**src/rtl/toy_dispatch_xbar_rr.sv**
```systemverilog
// Slot-to-execution-unit dispatch crossbar with one round-robin arbiter and one
// output register per EU. Slots target the lowest set bit of their EU select.
module toy_dispatch_xbar_rr #(
  parameter int SLOT_NUM = 4,
  parameter int EU_NUM   = 4,
  parameter int PLD_W    = 64
) (
  input  logic                      clk,
  input  logic                      rst,
  input  logic                      flush,
  input  logic [SLOT_NUM-1:0]       v_slot_vld,
  input  logic [SLOT_NUM*EU_NUM-1:0] v_slot_eu_sel,
  input  logic [SLOT_NUM*PLD_W-1:0] v_slot_pld,
  output logic [SLOT_NUM-1:0]       v_slot_rdy,
  output logic [EU_NUM-1:0]         v_eu_vld,
  output logic [EU_NUM*PLD_W-1:0]   v_eu_pld,
  input  logic [EU_NUM-1:0]         v_eu_rdy
);

  localparam int PW = $clog2(SLOT_NUM);

  logic [SLOT_NUM-1:0][EU_NUM-1:0] req_oh;
  logic [EU_NUM-1:0]               win_vld;
  logic [EU_NUM-1:0][PW-1:0]       win_idx;
  logic [EU_NUM-1:0]               load;
  int unsigned                     scan_idx;

  logic [EU_NUM-1:0]               full_q, full_d;
  logic [EU_NUM-1:0][PLD_W-1:0]    pld_q, pld_d;
  logic [EU_NUM-1:0][PW-1:0]       ptr_q, ptr_d;

  // sel & -sel isolates the lowest set bit, so an all-zero select requests nothing
  always_comb begin
    for (int unsigned i = 0; i < SLOT_NUM; i++) begin
      logic [EU_NUM-1:0] sel;
      sel = v_slot_eu_sel[i*EU_NUM +: EU_NUM];
      req_oh[i] = v_slot_vld[i] ? (sel & (~sel + 1'b1)) : '0;
    end
  end

  always_comb begin
    win_vld  = '0;
    win_idx  = '0;
    scan_idx = 0;
    for (int unsigned e = 0; e < EU_NUM; e++) begin
      for (int unsigned off = 0; off < SLOT_NUM; off++) begin
        scan_idx = int'(ptr_q[e]) + off;
        if (scan_idx >= SLOT_NUM) scan_idx = scan_idx - SLOT_NUM;
        if (!win_vld[e] && req_oh[scan_idx][e]) begin
          win_vld[e] = 1'b1;
          win_idx[e] = PW'(scan_idx);
        end
      end
    end
  end

  // An EU may take a new payload when empty or being drained this same cycle
  always_comb begin
    for (int unsigned e = 0; e < EU_NUM; e++) begin
      load[e] = win_vld[e] && (!full_q[e] || v_eu_rdy[e]) && !flush && !rst;
    end
  end

  always_comb begin
    v_slot_rdy = '0;
    for (int unsigned e = 0; e < EU_NUM; e++) begin
      if (load[e]) v_slot_rdy[win_idx[e]] = 1'b1;
    end
  end

  always_comb begin
    full_d = full_q;
    pld_d  = pld_q;
    ptr_d  = ptr_q;
    for (int unsigned e = 0; e < EU_NUM; e++) begin
      if (flush) begin
        full_d[e] = 1'b0;
        pld_d[e]  = '0;
      end else if (load[e]) begin
        full_d[e] = 1'b1;
        pld_d[e]  = v_slot_pld[win_idx[e]*PLD_W +: PLD_W];
        ptr_d[e]  = (win_idx[e] == PW'(SLOT_NUM-1)) ? '0 : win_idx[e] + 1'b1;
      end else if (full_q[e] && v_eu_rdy[e]) begin
        full_d[e] = 1'b0;
        pld_d[e]  = '0;
      end
    end
  end

  always_ff @(posedge clk or posedge rst) begin
    if (rst) begin
      full_q <= '0;
      pld_q  <= '0;
      ptr_q  <= '0;
    end else begin
      full_q <= full_d;
      pld_q  <= pld_d;
      ptr_q  <= ptr_d;
    end
  end

  assign v_eu_vld = full_q;
  assign v_eu_pld = pld_q;

endmodule

```
**config.mk**
```make
export PLATFORM = sky130hd
export DESIGN_NAME = toy_dispatch_xbar_rr
export DESIGN_NICKNAME = d
export VERILOG_FILES = /design/src/rtl/toy_dispatch_xbar_rr.sv
export SDC_FILE = /design/constraint.sdc
export NUM_CORES = 1
export LEC_CHECK = 0
export CORE_MARGIN = 4
export CORE_UTILIZATION = 40
export CTS_CLUSTER_DIAMETER = 150
export CTS_CLUSTER_SIZE = 16
export DETAILED_ROUTE_END_ITERATION = 8
export PLACE_DENSITY = 0.81
export SKIP_CTS_REPAIR_TIMING = 1
export SLEW_MARGIN = 10
export SYNTH_ARGS = -nofsm -noshare
export SYNTH_HDL_FRONTEND = slang
export SYNTH_SLANG_ARGS = --single-unit
```
**constraint.sdc**
```tcl
create_clock -name clk -period 18.1 [get_ports clk]
set_input_delay 3.62 -clock clk [delete_from_list [all_inputs] [get_ports clk]]
set_output_delay 3.62 -clock clk [all_outputs]
set_load 0.01 [all_outputs]
```
# [Yosys cells after proc, flatten, opt, wreduce, memory -nomap -nowiden]
# Index checks and enable logic that the tools add are counted.
[op_classes] n_addsub=36 order_cmp=40 eq_ne=4 shifts=4 muxes=124 bitwise=12 reduce_logical=62
[op_table] operator="256-bit by 9-bit indexed part select with 64-bit output" count=4
[op_table] operator="64-bit two-way mux" count=12
[op_table] operator="32-bit by 3-bit less-than comparator with 1-bit output (second input constant)" count=16
[op_table] operator="32-bit two-way mux" count=16
[op_table] operator="4-bit binary-select mux with 2-bit select" count=16
[op_table] operator="2-bit two-way mux" count=24
[op_table] operator="4-bit two-way mux" count=12
[op_table] operator="3-bit by 3-bit subtractor with 4-bit output (second input constant)" count=12
[op_table] operator="3-bit greater-or-equal comparator (second input constant)" count=12
[op_table] operator="1-bit two-way mux" count=36
[op_table] operator="1-bit logical AND" count=32
[op_table] operator="2-bit by 2-bit adder with 3-bit output (second input constant)" count=8
[op_table] operator="1-bit logical NOT" count=18
[op_table] operator="4-bit by 1-bit adder with 4-bit output (second input constant)" count=4
[op_table] operator="4-bit bitwise AND" count=4
[op_table] operator="4-bit inverter" count=4
[op_table] operator="2-bit by 3-bit subtractor with 4-bit output (second input constant)" count=4
[op_table] operator="2-bit by 1-bit adder with 3-bit output (second input constant)" count=4
[op_table] operator="2-bit by 3-bit greater-or-equal comparator with 1-bit output (second input constant)" count=4
[op_table] operator="2-bit by 3-bit less-than comparator with 1-bit output (second input constant)" count=4
[op_table] operator="3-bit two-way mux" count=4
[op_table] operator="4-bit OR" count=3
[op_table] operator="3-bit nonzero test" count=4
[op_table] operator="2-bit by 1-bit adder with 2-bit output (second input constant)" count=4
[op_table] operator="6 further kinds" count=21
[word_totals] ff_bits=268 in_bits=283 elab_cells=294

# [Logic depth before layout (Yosys ltp)]
# Gate-level depths: netlist of the first run.
[depth] depth_word=27 depth_mapped=11

# [Least setup slack after synthesis of the first run]
# Ideal clock, no wire load.
[synth_path] path_kind="input -> register" from="input port rst" to="register full_q[0], in the netlist v_eu_vld[0]" setup_ns=0.099 arrival_ns=9.831 required_ns=18.001 setup_slack_ns=8.170 cell_stages=3 path_buffers=0 path_cell_list="inv_1 a21boi_0 nor2_1"
[synth_between] elab_chain_cells=4 word_cells_on_any_way=5 classes_between="mux (2); reduce/logical (3)"
[synth_rtl] element="start, declared" line="9" text="input logic rst,"
[synth_rtl] element="1-bit logical NOT (no source line) (*)"
[synth_rtl] element="1-bit logical AND (*)" line="60" text="load[e] = win_vld[e] && (!full_q[e] || v_eu_rdy[e]) && !flush && !rst;"
[synth_rtl] element="1-bit two-way mux" line="79" text="end else if (load[e]) begin"
[synth_rtl] element="1-bit two-way mux" line="76" text="if (flush) begin"
[synth_rtl] element="end signal, assigned" line="96" text="full_q <= full_d;"
[synth_rtl] element="end, declared" line="28" text="logic [EU_NUM-1:0] full_q, full_d;"
# Mark *: on every way between the ends. The rest lies on a longest branch, timed or not.
# A chain may end at the register's enable or synchronous reset.

# [Worst setup path after layout of the first run]
[layout_path] from="input port v_slot_vld[1]" to="output port v_slot_rdy[0]"
[layout_between] elab_chain_cells=24 word_cells_on_any_way=128 classes_between="order compare (8); mux (77); bitwise (3); reduce/logical (40)"
[layout_rtl] element="start, declared" line="11" text="input logic [SLOT_NUM-1:0] v_slot_vld,"
[layout_rtl] element="4-bit two-way mux (*)" line="37" text="req_oh[i] = v_slot_vld[i] ? (sel & (~sel + 1'b1)) : '0;"
[layout_rtl] element="4-bit binary-select mux with 2-bit select" line="49" text="if (!win_vld[e] && req_oh[scan_idx][e]) begin"
[layout_rtl] element="1-bit two-way mux (not written as such)" line="49"
[layout_rtl] element="1-bit two-way mux" line="49"
[layout_rtl] element="1-bit logical NOT" line="49"
[layout_rtl] element="1-bit logical AND" line="49"
[layout_rtl] element="1-bit two-way mux" line="49"
[layout_rtl] element="1-bit logical NOT" line="49"
[layout_rtl] element="[... 8 more ...]"
[layout_rtl] element="1-bit demux with 2-bit select" line="67" text="if (load[e]) v_slot_rdy[win_idx[e]] = 1'b1;"
[layout_rtl] element="4-bit two-way mux" line="67"
[layout_rtl] element="4-bit OR (no source line)"
[layout_rtl] element="4-bit two-way mux" line="67"
[layout_rtl] element="4-bit OR (no source line)"
[layout_rtl] element="4-bit two-way mux" line="67"
[layout_rtl] element="4-bit OR (no source line)"
[layout_rtl] element="4-bit two-way mux (*)" line="67"
[layout_rtl] element="end, declared" line="14" text="output logic [SLOT_NUM-1:0] v_slot_rdy,"
# Mark *: on every way between the ends. The rest lies on a longest branch, timed or not. The select of a mux whose other input is x is not followed.

==> results.md, run 1 <==
- The TritonCTS clock tree is yes.
- The element type at the critical path start is a primary input.
- The largest voltage drop on the vdd net is 68.07 µV.
- The signal on the critical path passes through clkdlybuf4s50_1 > nand2_1 > a21boi_0 > nor3_2 > buf_4 > inv_2 > buf_4 > ha_1 > a222oi_1 > nand2_1 > clkdlybuf4s50_1.
- For the pin with the worst max-slew slack, the measured transition is 1078 ps.
- Data on the critical path arrives at its endpoint at ~7500 ps.
- For the finished layout, the period the worst path requires is 11080 ps.
- In the final layout, flip-flops and latches occupy 0.006706 mm².
- The synthesis warning total is 0.
- The synthesized netlist contains 53 unique library cells.
- The number of design rule violations left after detail routing is 0.
- For this run, the post-layout net count is 2666.
- The biggest fanout along the worst timing path is 37.
- The clock sink total is 268.
- The share of synthesized registers carrying an async set or reset is 1.000.
- The library cell used as clock root buffer is sky130_fd_sc_hd__clkbuf_16.
- The routability congestion estimate from global placement is between 0.9 and 1.
- The number of failing setup endpoints in the final timing report is 0.
- The buffering stage count on the worst path with inverters included is 5.
- The starting utilization of the core area is 0.4040.
- In this run, CTS created clock tree buffers numbering 20.
- The vias after detailed routing is 18445.
- The worst-path cell with the longest stage delay is sky130_fd_sc_hd__clkdlybuf4s50_1.
- The gate count of the mapped netlist is 1939.
- Counting every net in the synthesized netlist gives 2238.
- The count of flip-flops with a built-in enable after synthesis is 0.
- The post-placement cell count is 2884.
- The number of antenna violations at the first check in global routing came to 7.
- Timing would allow up to approximately 90 MHz.
- Global routing finished with a remaining overflow of 0.
- The number of iterations in the first detailed-routing pass is 6.
- The wire length of the first global-routing pass is 108500 µm.
- Dividing the detail-routed via count by the number of cells gives 6.338.
- The post-CTS clock slew at the launch and capture registers of the worst setup and hold paths is 70 ps.
- The number of max-slew violations in the final report is 0.
- The worst-skew pair later-pin latency is 530 ps.
- The total length of routed wires is 72730 µm.
- The layout cell share with drive strength beyond 1 is 0.03084.
- At the end of the flow the core is filled with cells to 0.5528.
- At the worst endpoint, the required time is about 14000 ps.
- The number of max-capacitance violations reported is 0.
- The run finished with clean final reports.
- The overall die height is 213.8 µm.
- The quantity of I/O buffers inserted on ports is 546.
- In the final routed layout, each cell accounts on average for between 20 and 25 µm.
- The static power due to leakage is 0.009921 µW.
- The flop and latch count out of synthesis is 268.
- The synthesized netlist occupies a cell area of 0.01695 mm².
- STA classifies the critical path endpoint as an output port.
- Summing internal, switching and leakage power gives 1588 µW.
- Clock skew on the completed layout was measured at approximately 13 ps.
- The hold violation total from the final report is 0.
- The share of the Yosys chip area taken by registers is 0.3957.
- Relative to the synthesized area, the layout overhead comes to 36.83%.
- The via count of the first global-routing pass was approximately 18000.
- The die is ~210 µm wide.
- No sink is reached through more buffers than the 3 on the longest clock path.
- The number of cell rows is 75.
- The kind of cell adding the most delay to the critical path is buffers and inverters.
- The number of filler instances in the final layout is 3667.
- The placeable core region is 0.04195 mm².
- The max-slew headroom at the worst pin is 0.2814.
- The path type of the worst min-delay path is reg2reg.
- The number of routed nets with antenna violations is 0.
- Setup total negative slack on the finished layout was measured at 0 ps.
- The critical path is of the in2out type.
- Setup repair after global routing left no endpoint under its margin.
- The multi-input combinational cells in the finished layout cover a total of 0.009520 mm².
- The largest single stage delay on the critical path is 540 ps.
- The most used flip-flop cell after synthesis is sky130_fd_sc_hd__dfrtp_1.
- The number of top-level pins is roughly 550.
- Across every metal layer, demand over resource in global routing totals 0.2986.
- Leaving out filler cells and counting taps, the final layout contains 2910.
- The share of the clock period used by the worst path after layout is 0.6121.
- The cell area power density is 68.47 mW/mm².
- The average instance in the mapped netlist occupies 8.740 µm².
- Entering global routing, the biggest net connects around 130 pins.
- CTS built an H-tree with a depth of 1.
- The count of routing violations after the opening detailed-route iteration is 1888.
- Detailed placement finished with a half-perimeter wire length of 47870 µm.
- The floorplan step defined a die boundary enclosing 0.04572 mm².
-- Yosys cell counts, types with 9 or more instances --
library cell               count  area share
sky130_fd_sc_hd__o221ai_1    192       0.099
sky130_fd_sc_hd__nand3b_1      9      0.0040
sky130_fd_sc_hd__clkbuf_1     84       0.019
sky130_fd_sc_hd__ha_1         16       0.012
sky130_fd_sc_hd__nand2_1     599        0.13
sky130_fd_sc_hd__inv_1        12      0.0027
sky130_fd_sc_hd__nor2_1       10      0.0022
sky130_fd_sc_hd__dfrtp_1     268        0.40
sky130_fd_sc_hd__a21oi_1     141       0.042
sky130_fd_sc_hd__and3_1       66       0.024
sky130_fd_sc_hd__buf_2        52       0.015
sky130_fd_sc_hd__a211o_1      65       0.034
sky130_fd_sc_hd__buf_4        15      0.0066
sky130_fd_sc_hd__mux2i_1     257        0.15
sky130_fd_sc_hd__buf_1        11      0.0024
sky130_fd_sc_hd__o21ai_1      61       0.018
-- worst min-delay path, stage by stage, from the launching register on --
cell and delay, ps:
sky130_fd_sc_hd__dfrtp_1 340, sky130_fd_sc_hd__nand2_1 50, sky130_fd_sc_hd__o21ai_1 60
-- cell type report --
cell class / instances / share of cell area
diodes: 4 / 0.0004317
clock inverters: 1 / 0.001295
multi-input cells: 1493 / 0.4106
inverters: 14 / 0.002698
repair buffers: 570 / 0.2440
clock buffers: 21 / 0.02266
well taps: 539 / 0.02908
flip-flops and latches: 268 / 0.2892
-- power by group --
part,internal [µW],switching [µW]
clock network,220,225
registers,639,35.2
logic,206,263
-- logic make-up after synthesis --
logic type | count (synthesis) | share of synthesized area
simple gates | 722 | 0.1809
mux | 261 | 0.1545
compound gates | 494 | 0.2096
fa+ha+maj | 16 | 0.01181
buf+inv | 178 | 0.04747
flops | 268 | 0.3957
-- through the flow --
step	area [µm²]	hold WS (ps)	worst slack, ps
final	23190	488.0	7021
after global routing	23190	508.3	6828
after CTS	23180	491.5	7085
after detailed placement	22620	472.4	7116
after global placement	22620	467.4	7161
after floorplan	16950	516.2	7084
-- registers in the layout, indices dropped and copies added (netlist names) --
signal / flops
ptr_q: 8
v_eu_pld: 256
v_eu_vld: 4
-- per-layer routing --
metal  global-route usage  part of all wire
met1               0.3659              0.36
met2               0.4853              0.47
met3              0.08500              0.12
met4               0.1468             0.047
met5                    0           0.00048
-- cells in the final DEF, fill, tap and decap left out, types with 3 or more instances in the layout --
| master | netlist | final |
|---|---|---|
| sky130_fd_sc_hd__and3_1 | 66 | 65 |
| sky130_fd_sc_hd__mux2i_1 | 257 | 257 |
| sky130_fd_sc_hd__o21ai_1 | 61 | 61 |
| sky130_fd_sc_hd__dfrtp_1 | 268 | 268 |
| sky130_fd_sc_hd__a21boi_0 | 3 | 3 |
| sky130_fd_sc_hd__o21ai_0 | 8 | 8 |
| sky130_fd_sc_hd__and3b_1 | 3 | 3 |
| sky130_fd_sc_hd__a222oi_1 | 4 | 4 |
| sky130_fd_sc_hd__o21a_1 | 3 | 3 |
| sky130_fd_sc_hd__mux2_2 | 4 | 4 |
| sky130_fd_sc_hd__nand2_1 | 599 | 597 |
| sky130_fd_sc_hd__a21oi_4 | 0 | 4 |
| sky130_fd_sc_hd__inv_1 | 12 | 10 |
| sky130_fd_sc_hd__clkbuf_16 | 0 | 21 |
| sky130_fd_sc_hd__nand3b_1 | 9 | 9 |
| sky130_fd_sc_hd__buf_4 | 15 | 23 |
| sky130_fd_sc_hd__and2_1 | 4 | 4 |
| sky130_fd_sc_hd__nand3_1 | 3 | 3 |
| sky130_fd_sc_hd__ha_1 | 16 | 16 |
| sky130_fd_sc_hd__nand2_2 | 2 | 4 |
| sky130_fd_sc_hd__o221ai_1 | 192 | 192 |
| sky130_fd_sc_hd__a211oi_4 | 0 | 3 |
| sky130_fd_sc_hd__clkdlybuf4s50_1 | 0 | 546 |
| sky130_fd_sc_hd__a211o_1 | 65 | 64 |
| sky130_fd_sc_hd__a21oi_1 | 141 | 138 |
| sky130_fd_sc_hd__nand2b_1 | 6 | 6 |
| sky130_fd_sc_hd__nor3b_1 | 5 | 5 |
| sky130_fd_sc_hd__diode_2 | 0 | 4 |
| sky130_fd_sc_hd__nor2_1 | 10 | 10 |
-- final timing paths --
| check | start | end | slack [ps] | cells past startpoint |
|---|---|---|---|---|
| max | v_slot_vld[1] | v_slot_rdy[0] | 7020 | 11 |
| max reg2reg | ptr_q[5] | v_eu_pld[148] | 14700 | 7 |
| min reg2reg | v_eu_pld[39] | v_eu_pld[39] | 490 | 2 |
| min | v_eu_pld[39] | v_eu_pld[39] | 490 | 2 |
| min in group asynchronous | rst | v_eu_vld[1] | 3770 | 2 |
| max in group asynchronous | rst | v_eu_pld[205] | 12740 | 3 |
Note: power is estimated with default switching activity, not from simulation.
==> run 2: changes to the inputs <==
--- a/config.mk
+++ b/config.mk
@@ -10,7 +10,7 @@
 export CTS_CLUSTER_DIAMETER = 150
 export CTS_CLUSTER_SIZE = 16
 export DETAILED_ROUTE_END_ITERATION = 8
-export PLACE_DENSITY = 0.81
+export PLACE_DENSITY = 0.84
 export SKIP_CTS_REPAIR_TIMING = 1
 export SLEW_MARGIN = 10
 export SYNTH_ARGS = -nofsm -noshare
==> constraint.sdc (replaced) <==
create_clock -name clk -period 9.3 [get_ports clk]
set_input_delay 1.86 -clock clk [delete_from_list [all_inputs] [get_ports clk]]
set_output_delay 1.86 -clock clk [all_outputs]
set_load 0.01 [all_outputs]
==> run 2 against run 1 <==
Net effect: register-to-register slack got worse by 8500 ps; highest routed layer unchanged; clock-buffer cell count did not move; flip-flop and latch count did not move; non-clock buffer count fell by 1; critical path depth fell by 3; combinational power rose by 97%; die area did not move; utilization did not move.
==> results.md, run 2 (synthesis gave the netlist of run 1 again) <==
- The largest voltage drop on the vdd net is 114.1 µV (+68%).
- The final total negative setup slack came to 0 ps (unchanged).
- The TritonCTS clock tree is yes.
- The max-slew headroom at the worst pin is 0.2169 (-0.06453).
- The final worst clock skew is 14.92 ps (+2.135 ps).
- The worst hold path belongs to the class reg2reg.
- The worst setup path is captured at an output port.
- Among all stages on the critical path, the largest delay is contributed by sky130_fd_sc_hd__o211a_4.
- The signal on the critical path passes through clkdlybuf4s50_1 > nor4bb_1 > o211a_4 > inv_4 > ha_1 > a222oi_1 > nand2_1 > clkdlybuf4s50_1.
- The worst hold path cell count is 2 (unchanged).
- The overall die width is 213.8 µm (unchanged).
- The via density per instance came to 6.366 (+0.43%).
- The routability congestion estimate from global placement is 0.9140 (+0.53%).
- The via count of the first global-routing pass was 18615 (+1.3%).
- The net total in the final layout is 2665 (-0.038%).
- The number of design rule violations left after detail routing is 0 (unchanged).
- The worst reg2reg path depth came to 7 (unchanged).
- The routed length per placed instance was 25.31 µm (+1.3%).
- The data arrival time of the worst path is 5090 ps (-2370 ps).
- The number of top-level pins came to 547 (unchanged).
- The count of routing violations after the opening detailed-route iteration is 2054 (+8.8%).
- The worst-skew pair later-pin latency is 530 ps (about the same).
- The top cell types in the final layout, fill and taps aside, are sky130_fd_sc_hd__nand2_1, sky130_fd_sc_hd__clkdlybuf4s50_1, sky130_fd_sc_hd__dfrtp_1.
- The placeable core region came to 0.04195 mm² (unchanged).
- The post-CTS clock slew at the launch and capture registers of the worst setup and hold paths is 70 ps (about the same).
- The all-layer global routing usage is 0.3011 (+0.002550).
- The placed wire-length estimate is 47290 µm (-1.2%).
- The share of the clock period used by the worst path after layout is 0.7472.
- The layout cell share with drive strength beyond 1 is 0.03043 (-0.0004096).
- The post-placement cell count is 2883 (-0.035%).
- The number of antenna violations at the first check in global routing was 3 (-4).
- The area enclosed by the die boundary is 0.04572 mm² (unchanged).
- The slew at the pin closest to its max-slew limit is 1172 ps (+94.18 ps).
- The library cell used as clock root buffer is sky130_fd_sc_hd__clkbuf_16.
- The vias after detailed routing was 18505 (+0.33%).
- The number of iterations in the first detailed-routing pass is 6 (unchanged).
- The hold violation total from the final report is 0 (unchanged).
- The biggest fanout along the worst timing path is 68 (+84%).
- The clock sink total is 268 (unchanged).
- The flow ran to the end, and the final reports show no timing, DRC or antenna violations.
- The number of H-tree levels is 1 (unchanged).
- The clock buffer count from CTS came to 20 (unchanged).
- The most numerous cell type found on the critical path is sky130_fd_sc_hd__clkdlybuf4s50_1.
- The quantity of I/O buffers inserted on ports is 546 (unchanged).
- The number of max-slew violations in the final report is 0 (unchanged).
- The critical path is of the in2out type.
- The overall die height is 213.8 µm (unchanged).
- The starting utilization of the core area came to 0.4040 (unchanged).
- The wire length of the first global-routing pass is 108800 µm (+0.34%).
- The area growth from synthesis to layout is 36.83% (unchanged).
- The achievable clock frequency is 143.9 MHz.
- The leftover overflow at the end of global routing was 0 (unchanged).
- Setup repair after global routing left no endpoint under its margin.
- The element type at the critical path start is a primary input.
- The number of cell rows was 75 (unchanged).
- The post-layout instance count excluding filler cells is 2907 (-0.10%).
- The biggest cell delay along the critical path was 800 ps (+260 ps).
- The cell area power density came to 133.9 mW/mm² (+96%).
- The total length of routed wires is 73570 µm (+1.2%).
- The post-layout minimum cycle time is 6949 ps.
- Leaving out fill and tap cells, the most frequent cell in the layout is sky130_fd_sc_hd__nand2_1.
- The pin count of the biggest net entering global routing is 142 (+6.0%).
- The number of max-capacitance violations reported was 0 (unchanged).
- The static power due to leakage came to 0.009920 µW (about the same).
- The worst path required time was 7440 ps (-7040 ps).
- The number of failing setup endpoints in the final timing report came to 0 (unchanged).
- The number of routed nets with antenna violations was 0 (unchanged).
- The maximum clock path buffer count is 3 (unchanged).
- The number of filler instances in the final layout is 3612 (-1.5%).
- The flip-flop count of the largest register, all copies and words added is 256 (unchanged).
run 2: changes by cell type in the layout (fill, tap and decap cells not counted), sizes merged:
cell,change
diode,-2
buf,-1
run 2: path summary, 6_finish.rpt:
check	start	end	slack, ps
min in group asynchronous	rst	v_eu_pld[53]	1970
worst min-delay path	v_eu_pld[14]	v_eu_pld[14]	490
worst min register to register	v_eu_pld[14]	v_eu_pld[14]	490
worst max register to register	ptr_q[7]	v_eu_pld[241]	6230
max in group asynchronous	rst	v_eu_pld[121]	5980
worst max-delay path	v_slot_eu_sel[12]	v_slot_rdy[0]	2350
run 2: worst max-delay path, delay by kind of cell:
| family | cells | cell delay (ps) |
|---|---|---|
| buffers and inverters | 3 | 1100 |
| AOI/OAI and AO/OA | 2 | 1180 |
| adders and majority gates | 1 | 250 |
| and+or+nand+nor | 2 | 670 |
run 2: through the flow:
step                setup slack [ps]  area, µm²  power (µW)  hold WS, ps  utilization
global placement                2463      22630        2209        467.1       0.5394
floorplan                      43.61      16950        1742        516.2            -
global route                    2211      23190        3222        506.9       0.5528
finish                          2351      23190        3106        485.4       0.5528
detailed placement              2355      22630        2234        472.3       0.5394
CTS                             2334      23180        3101        492.0       0.5527
run 2: power by group:
| part | total [µW] | leakage, µW | switching, µW | internal [µW] |
|---|---|---|---|---|
| Clock | 869 | 0.000273 | 441 | 428 |
| Combinational | 926 | 0.00600 | 525 | 401 |
| Sequential | 1310 | 0.00365 | 67.7 | 1240 |
run 2: area by class of cell:
cell class	count	area [µm²]	share of cell area
Tap cell	539	674.4	0.02908
Inverter	14	62.56	0.002698
Clock buffer	21	525.5	0.02266
Sequential cell	268	6706	0.2892
Multi-Input combinational cell	1493	9520	0.4106
Antenna cell	2	5.005	0.0002158
Clock inverter	1	30.03	0.001295
Timing Repair Buffer	569	5663	0.2442
run 2: routing by layer:
metal	GRT usage	up-vias	share of wire
met1	0.3678	8794	0.36
li1	-	7904	-
met5	0	-	0.00011
met2	0.4835	1488	0.46
met4	0.1578	2	0.056
met3	0.08895	317	0.13
==> run 3: changes to the inputs <==
==> constraint.sdc (replaced) <==
create_clock -name clk -period 5.8 [get_ports clk]
set_input_delay 1.16 -clock clk [delete_from_list [all_inputs] [get_ports clk]]
set_output_delay 1.16 -clock clk [all_outputs]
set_load 0.01 [all_outputs]
==> run 3 against run 2 <==
Net effect: sequential share of layout area down 0.17 points; critical path depth stayed put; flip-flop and latch count unchanged; sequential power rose by 60%; setup slack worse by 1900 ps; routed wire length is 1.7% higher; clock-buffer cell count unchanged.
==> results.md, run 3 (synthesis gave the netlist of run 1 again) <==
- The net total in the final layout came to 2679 (+0.53%).
- The number of filler instances in the final layout was 3631 (+0.53%).
- The flip-flop count of the largest register, all copies and words added came to 256 (unchanged).
- The post-place setup slack is 538.8 ps (-1816 ps).
- The proportion of power drawn by the clock network is 0.279 (about the same).
- The via density per instance was 6.408 (+0.66%).
- The cell area power density is 214.3 mW/mm² (+60%).
- The area enclosed by the die boundary came to 0.04572 mm² (unchanged).
- The storage element area was 0.006706 mm² (unchanged).
- The data arrival time of the worst path came to 4140 ps (-950 ps).
- The critical path goes through clkdlybuf4s50_1 > nor4bb_1 > o32a_1 > inv_1 > ha_1 > a222oi_1 > nand2_1 > clkdlybuf4s50_1.
- The clock sink total is 268 (unchanged).
- The number of max-capacitance violations reported is 0 (unchanged).
- The number of routed nets with antenna violations is 0 (unchanged).
- The starting utilization of the core area is 0.4040 (unchanged).
- The slew at the pin closest to its max-slew limit was 1094 ps (-78.39 ps).
- The final total negative setup slack is 0 ps (unchanged).
- The placed wire-length estimate is 49690 µm (+5.1%).
- The post-layout instance count excluding filler cells is 2920 (+0.45%).
- The nature of the critical path endpoint is an output port.
- The post-placement cell count is 2897 (+0.49%).
- The routability congestion estimate from global placement is 0.9175 (+0.38%).
- The achievable clock frequency is 188.7 MHz.
- The combined area of the multi-input logic cells is 0.009520 mm² (unchanged).
- The switching power total was 1663 µW (+61%).
- The maximum clock path buffer count is 3 (unchanged).
- The cell-internal power came to 3336 µW (+61%).
- The number of antenna violations at the first check in global routing was 3 (unchanged).
- Setup repair after global routing left no endpoint under its margin.
- The TritonCTS clock tree is yes.
- The number of max-slew violations in the final report is 0 (unchanged).
- The pin count of the biggest net entering global routing is 122 (-14%).
- The total power draw came to 4999 µW (+61%).
- The max-slew headroom at the worst pin is 0.2709 (+0.05400).
- The share of total power in combinational logic came to 0.301 (+0.003).
- The buffering stage count on the worst path with inverters included came to 3 (unchanged).
- The cell family contributing the most delay on the critical path is buffers and inverters.
- The number of design rule violations left after detail routing is 0 (unchanged).
- The all-layer global routing usage was 0.3081 (+0.006944).
- The wire length of the first global-routing pass was 111800 µm (+2.8%).
- The vias after detailed routing was 18711 (+1.1%).
- The number of failing setup endpoints in the final timing report is 0 (unchanged).
- On the critical path, the stage with the largest delay is an instance of sky130_fd_sc_hd__nor4bb_1.
- The worst path required time came to 4640 ps (-2800 ps).
- The run finished with clean final reports.
- The layout cell share with drive strength beyond 1 is 0.03613 (+0.005703).
- The static power due to leakage was 0.009999 µW (+0.80%).
- The routed length per placed instance is 25.63 µm (+1.3%).
- The worst-skew pair later-pin latency came to 530 ps (about the same).
- The clock buffer count from CTS is 20 (unchanged).
- The critical path in this run is classified as in2out.
- In the layout the commonest cells are sky130_fd_sc_hd__nand2_1, sky130_fd_sc_hd__clkdlybuf4s50_1, sky130_fd_sc_hd__dfrtp_1.
- Compared with the post-synthesis result, the final layout area differs by 37.63%.
- The leading cell type in the layout, fill and taps excluded is sky130_fd_sc_hd__nand2_1.
- The count of routing violations after the opening detailed-route iteration is 1849 (-10%).
- The number of iterations in the first detailed-routing pass is 5 (-1).
- The quantity of I/O buffers inserted on ports is 546 (unchanged).
- The switching power share of the total is 0.3327 (about the same).
- The post-CTS clock slew at the launch and capture registers of the worst setup and hold paths is 70 ps (about the same).
- The overall die width came to 213.8 µm (unchanged).
- Counting stages on the worst path, the most repeated cell is sky130_fd_sc_hd__clkdlybuf4s50_1.
- The via count of the first global-routing pass is 19243 (+3.4%).
- The number of H-tree levels is 1 (unchanged).
- The hold violation total from the final report was 0 (unchanged).
- The final worst clock skew was 11.82 ps (-3.096 ps).
- The share of the clock period used by the worst path after layout is 0.9136.
- The sequential power share came to 0.420 (-0.002).
- The routed design could run at a clock period as short as 5299 ps.
- The number of cell rows is 75 (unchanged).
- The total length of routed wires is 74840 µm (+1.7%).
- The biggest cell delay along the critical path was 640 ps (-160 ps).
- The biggest fanout along the worst timing path is 4 (-94%).
- The leftover overflow at the end of global routing is 0 (unchanged).
- The path type of the worst min-delay path is reg2reg.
- The worst setup path is launched from a primary input.
- The final design instance area without fill is 0.02332 mm² (+0.59%).
- The library cell used as clock root buffer is sky130_fd_sc_hd__clkbuf_16.
- The largest voltage drop on the vdd net is 151.6 µV (+33%).
- The placeable core region is 0.04195 mm² (unchanged).
- The cell area after placement was 0.02277 mm² (+0.61%).
- The worst-case setup margin in the final layout came to 500.9 ps (-1850 ps).
- The number of top-level pins is 547 (unchanged).
- The overall die height is 213.8 µm (unchanged).
run 3: cell count changes in the layout (fill, tap and decap cells not counted), sizes merged:
| cell | previous run | this run |
|---|---|---|
| inv | 14 | 13 |
| clkinvlp | 0 | 1 |
| buf | 23 | 37 |
| diode | 2 | 1 |
run 3: through the flow:
step                      utilization  hold slack (ps)
after floorplan                     -            516.2
after global placement         0.5427            466.8
after detailed placement       0.5427            473.2
after CTS                      0.5560            491.6
after global routing           0.5560            506.5
final                          0.5560            485.4
run 3: path summary, 6_finish.rpt:
check / startpoint / to / slack (ps) / depth (start not counted)
max in group asynchronous: rst / v_eu_pld[126] / 3890 / 3
hold reg to reg: v_eu_pld[203] / v_eu_pld[203] / 490 / 2
hold / removal: v_eu_pld[203] / v_eu_pld[203] / 490 / 2
min in group asynchronous: rst / v_eu_pld[117] / 1340 / 3
setup reg to reg: ptr_q[5] / v_eu_pld[159] / 2680 / 8
setup / recovery: v_slot_eu_sel[14] / v_slot_rdy[0] / 500 / 8
run 3: cell type report:
cell class                      instances  area share
Sequential cell                       268      0.2875
Timing Repair Buffer                  583      0.2489
Antenna cell                            1   0.0001073
Tap cell                              539     0.02891
Clock inverter                          1    0.001287
Inverter                               14    0.002521
Clock buffer                           21     0.02253
Multi-Input combinational cell       1493      0.4082
run 3: per-layer routing:
layer / up-vias / wire length, µm / GRT usage
met4: 2 / 4682 / 0.1790
met5: - / 13 / 0
li1: 7918 / - / -
met2: 1440 / 34200 / 0.4900
met3: 364 / 9175 / 0.08764
met1: 8987 / 26770 / 0.3750
run 3: power groups by stage:
stage | registers [µW] | logic (µW) | clock network, µW
after floorplan | 2150 | 641 | 0
after global placement | 2130 | 1440 | 0
after detailed placement | 2130 | 1470 | 0
after CTS | 2090 | 1480 | 1420
after global routing | 2110 | 1590 | 1480
final | 2100 | 1500 | 1400
run 3: tightest hold or removal path: stages, from the launching register on:
cell and delay, ps:
sky130_fd_sc_hd__dfrtp_1 340, sky130_fd_sc_hd__nand2_1 50, sky130_fd_sc_hd__o221ai_1 60
